--- src/rtl/lvl_debounce_pkg.sv ---
// Shared definitions for the level debouncer.
//   state_t          : qualification FSM states
//   DEF_SYNC_STAGES  : default synchroniser depth
//   DEF_DEB_CYCLES   : default number of stable samples to accept a change
package lvl_debounce_pkg;

  typedef enum logic [1:0] {
    ST_LOW     = 2'd0,
    ST_QUAL_HI = 2'd1,
    ST_HIGH    = 2'd2,
    ST_QUAL_LO = 2'd3
  } state_t;

  localparam int unsigned DEF_SYNC_STAGES = 2;
  localparam int unsigned DEF_DEB_CYCLES  = 8;

endpackage

--- src/rtl/lvl_debounce_bit_sync.sv ---
// Multi-flop synchroniser for a single asynchronous bit.
//   clk     : sampling clock
//   reset_n : synchronous active-low reset, clears every stage
//   d       : asynchronous input
//   q       : synchronised output (last stage)
module bit_sync #(
  parameter int unsigned STAGES = 2
) (
  input  logic clk,
  input  logic reset_n,
  input  logic d,
  output logic q
);

  logic [STAGES-1:0] ff;

  always_ff @(posedge clk) begin
    if (!reset_n) begin
      ff <= '0;
    end else begin
      ff <= {ff[STAGES-2:0], d};
    end
  end

  assign q = ff[STAGES-1];

endmodule

--- src/rtl/lvl_debounce.sv ---
// Level debouncer: synchronises async_in and only changes lvl_out after
// DEB_CYCLES consecutive stable samples at the new level.
//   clk        : single clock, rising edge
//   reset_n    : synchronous active-low reset
//   async_in   : raw asynchronous level
//   enable     : 0 aborts any qualification and freezes lvl_out
//   lvl_out    : registered debounced level
//   busy       : registered, high while a transition is being qualified
//   glitch_cnt : saturating count of rejected transitions
module lvl_debounce
  import lvl_debounce_pkg::*;
#(
  parameter int unsigned SYNC_STAGES = DEF_SYNC_STAGES,
  parameter int unsigned DEB_CYCLES  = DEF_DEB_CYCLES
) (
  input  logic       clk,
  input  logic       reset_n,
  input  logic       async_in,
  input  logic       enable,
  output logic       lvl_out,
  output logic       busy,
  output logic [7:0] glitch_cnt
);

  localparam logic [7:0] CNT_LAST = 8'(DEB_CYCLES - 1);

  state_t     state, state_nxt;
  logic [7:0] cnt, cnt_nxt;
  logic       glitch_inc;
  logic       s;

  bit_sync #(.STAGES(SYNC_STAGES)) u_sync (
    .clk     (clk),
    .reset_n (reset_n),
    .d       (async_in),
    .q       (s)
  );

  always_comb begin
    state_nxt  = state;
    cnt_nxt    = cnt;
    glitch_inc = 1'b0;
    unique case (state)
      ST_LOW: begin
        if (enable && s) begin
          if (DEB_CYCLES == 1) begin
            state_nxt = ST_HIGH;
          end else begin
            state_nxt = ST_QUAL_HI;
            cnt_nxt   = 8'd1;
          end
        end
      end
      ST_QUAL_HI: begin
        // Disable aborts silently; a sample back at the old level is a glitch.
        if (!enable) begin
          state_nxt = ST_LOW;
        end else if (!s) begin
          state_nxt  = ST_LOW;
          glitch_inc = 1'b1;
        end else if (cnt == CNT_LAST) begin
          state_nxt = ST_HIGH;
        end else begin
          cnt_nxt = cnt + 8'd1;
        end
      end
      ST_HIGH: begin
        if (enable && !s) begin
          if (DEB_CYCLES == 1) begin
            state_nxt = ST_LOW;
          end else begin
            state_nxt = ST_QUAL_LO;
            cnt_nxt   = 8'd1;
          end
        end
      end
      ST_QUAL_LO: begin
        if (!enable) begin
          state_nxt = ST_HIGH;
        end else if (s) begin
          state_nxt  = ST_HIGH;
          glitch_inc = 1'b1;
        end else if (cnt == CNT_LAST) begin
          state_nxt = ST_LOW;
        end else begin
          cnt_nxt = cnt + 8'd1;
        end
      end
      default: state_nxt = ST_LOW;
    endcase
  end

  // Outputs are decoded from the next state so they register on the same
  // edge as the state itself.
  always_ff @(posedge clk) begin
    if (!reset_n) begin
      state      <= ST_LOW;
      cnt        <= '0;
      lvl_out    <= 1'b0;
      busy       <= 1'b0;
      glitch_cnt <= '0;
    end else begin
      state   <= state_nxt;
      cnt     <= cnt_nxt;
      lvl_out <= (state_nxt == ST_HIGH) || (state_nxt == ST_QUAL_LO);
      busy    <= (state_nxt == ST_QUAL_HI) || (state_nxt == ST_QUAL_LO);
      if (glitch_inc && (glitch_cnt != 8'hFF)) begin
        glitch_cnt <= glitch_cnt + 8'd1;
      end
    end
  end

endmodule

--- config.mk ---
export PLATFORM = sky130hd
export DESIGN_NAME = lvl_debounce
export DESIGN_NICKNAME = d
export VERILOG_FILES = /design/src/rtl/lvl_debounce_pkg.sv /design/src/rtl/lvl_debounce_bit_sync.sv /design/src/rtl/lvl_debounce.sv
export SDC_FILE = /design/constraint.sdc
export NUM_CORES = 1
export LEC_CHECK = 0
export CAP_MARGIN = 20
export CORE_MARGIN = 2
export CORE_UTILIZATION = 35
export CTS_CLUSTER_SIZE = 40
export DETAILED_ROUTE_END_ITERATION = 12
export HOLD_SLACK_MARGIN = 0.03
export PLACE_DENSITY = 0.53
export SLEW_MARGIN = 20
export SYNTH_ARGS = -nofsm -noshare
export SYNTH_HDL_FRONTEND = slang
export SYNTH_SLANG_ARGS = --single-unit
--- constraint.sdc ---
create_clock -name clk -period 2 [get_ports clk]
set_input_delay 0.4 -clock clk [delete_from_list [all_inputs] [get_ports clk]]
set_output_delay 0.4 -clock clk [all_outputs]
set_load 0.05 [all_outputs]
==> qor.yml <==
status: "finished, final reports clean"
gp_congestion: 0.724
synth_cell_type_count: 36
yosysTopAreaCell: "dfxtp_1"
cts.path.max_buffers: 2
path_buf_inv: 1
areaGrowthSynthToFinish_pct: 20.6
hpwl_mm: 1.54
cp_max_fo: 5
ys_warn_count: 0
gr-total-overflow: 0
crit_arrival_ps: 1520
ff2ff_path_depth: 6
finalHoldViolations: 0
grt_antenna_before_repair: 0
syn_inst: 114
p_total_uw: 673
period_needed_ps: 1920
maxCapViolCount: 0
skew_ps: 2.07
stdcell_area_um2: 1210
dr.pass1.iters: 4
crit_type: "reg2out"
critPathSlowestCell: "clkdlybuf4s50_1"
vias_per_cell: 5.42
start_util: 0.368
fillerInstances: 275
yosys-top-cells-area: "dfxtp_1, a21oi_1, nand4_1, ha_1, mux2i_1"
avgSynthCellArea_um2: 8.84
die_y_um: 57.6
postSynth.asyncResetShare: 0
seq_area_um2: 422
seq_area_frac_synth: 0.417
tightest_slew_ps: 502
fin_crit_sh: 0.961
drt_wl_total_mm: 2.07
syn_nets: 121
post-place-ws_ps: 63.8
grt_max_degree: 14
multi_input_area_um2: 553
yosysTopAreaCellShare: 0.417
die_w_um: 57.6
min_path_cells: 1
max-vdd-ir-drop_uv: 414
synthAdderAreaFrac: 0.0373
synth_compound_area_frac: 0.152
max_stage_delay_ps: 820
pwr_density_cell_nw_per_um2: 554
crit_required_ps: 1600
end_kind: "primary output"
grt_pass1_vias: 830
synth_top_family_by_area: "simple AND/OR/NAND/NOR gates"
leakage_nw: 0.517
clk_latency_ps: 310
route.detailed.drc: 0
fin_setup_tns_ps: 0
cpLargestDelayFamily: "buffers and inverters"
numCtsBuffers: 3
fin_ws_ps: 78.9
cp-start-kind: "flip-flop"
clkSlewWorstSetupHoldPaths_ps: 130
cts-htree-levels: 1
portBuffers: 13
drtIter0Drc: 19
synthXorXnorAreaFrac: 0.0174
fmax_mhz: 521
path_cells: "clkdlybuf4s50_1"
slew_headroom: 0.665
cts_tree: "yes"
synth-seq-cells: 21
synthSimpleGateAreaFrac: 0.313
design.core.area_um2: 2730
diodes: 0
nets: 139
drive_gt1_frac: 0.0840
worstHoldPathType: "reg2reg"
grt_use_total: 0.139
rsz0062_at_grt: "no"
path_depth: 1
cts.sinks: 21
std_cell_rows: 19
synthMuxAreaShare: 0.0298
grt_pass1_wl_mm: 3.59
synth_area_um2: 1010
synth-edff-count: 0
final_common_cell: "dfxtp_1"
holdBufCountCts: 0
via_count: 878
final_cell_mix: "dfxtp_1, a21oi_1"
die_area_um2: 3320
synthFlopType: "dfxtp_1"
slew_violations: 0
io_pins: 14
placed_area_um2: 1180
finalSetupViolCount: 0
ant_nets: 0
cts_root_buf: "clkbuf_4"
wl_per_cell_um: 12.8
-- cell families (layout without fill, tap and decap cells) --
kind of cell	after synthesis	in the layout
AOI/OAI and AO/OA	25	25
muxes	3	3
buffers and inverters	7	24
DFF	21	21
and+or+nand+nor	53	53
adders and majority gates	3	3
xor gates and xnor gates	2	2
-- flip-flops by register name, indices dropped and copies added, names as in the netlist --
| register | flops |
|---|---|
| lvl_out | 1 |
| cnt | 8 |
| glitch_cnt | 8 |
| u_sync.ff | 2 |
| state | 1 |
| busy | 1 |
-- power by group --
part / internal [mW] / switching [mW]
clock: 0.0762 / 0.138
combinational: 0.0159 / 0.0186
sequential: 0.422 / 0.00267
total: 0.514 / 0.159
-- metrics by stage --
step                      std cells  utilization  hold WS [ps]
after CTS                       162        0.441           458
after detailed placement        158        0.432           423
after floorplan                 114            -           412
after global placement          158        0.432           416
final                           162        0.444           452
after global routing            162        0.444           490
-- path summary, 6_finish.rpt --
path            startpoint       endpoint  slack (ps)
max reg2reg        lvl_out         cnt[7]         160
min reg2reg   u_sync.ff[0]   u_sync.ff[1]         450
max          glitch_cnt[4]  glitch_cnt[4]          80
min           u_sync.ff[0]   u_sync.ff[1]         450
-- final cells by class --
class                      count  share of cell area
clock buffer                   3              0.0185
clock inverter                 1             0.00618
inverter                       4              0.0124
multi-input combinational     86               0.455
sequential                    21               0.347
tap                           31              0.0319
timing repair buffer          16               0.129
-- repair_timing --
| item | in CTS | in global routing |
|---|---|---|
| setup buffers | 0 | 0 |
| endpoints found under the setup margin | 3 | 4 |
| resized for setup | 3 | 4 |
| pin swaps | 0 | 1 |
| hold endpoints to repair | 0 | 0 |
-- cells in the mapped netlist, drive strengths merged (2+ instances only) --
cell and number:
nand3b 2, or3 3, ha 3, nand3 5
nand2 7, o31ai 3, nor3 5, o21ai 5
clkbuf 2, dfxtp 21, mux2i 3, nor2 7
nand4 7, a21oi 10, or4 3, and3 3
and2 4, and4b 2, inv 4
-- layer usage --
layer / vias up / global-route usage / share of wire
met5: - / 0 / 0
met1: 402 / 0.177 / 0.48
li1: 465 / - / -
met3: 2 / 0.0469 / 0.030
met4: 0 / 0.0299 / 0.0077
met2: 9 / 0.227 / 0.48
Note: power is estimated with default switching activity, not from simulation.
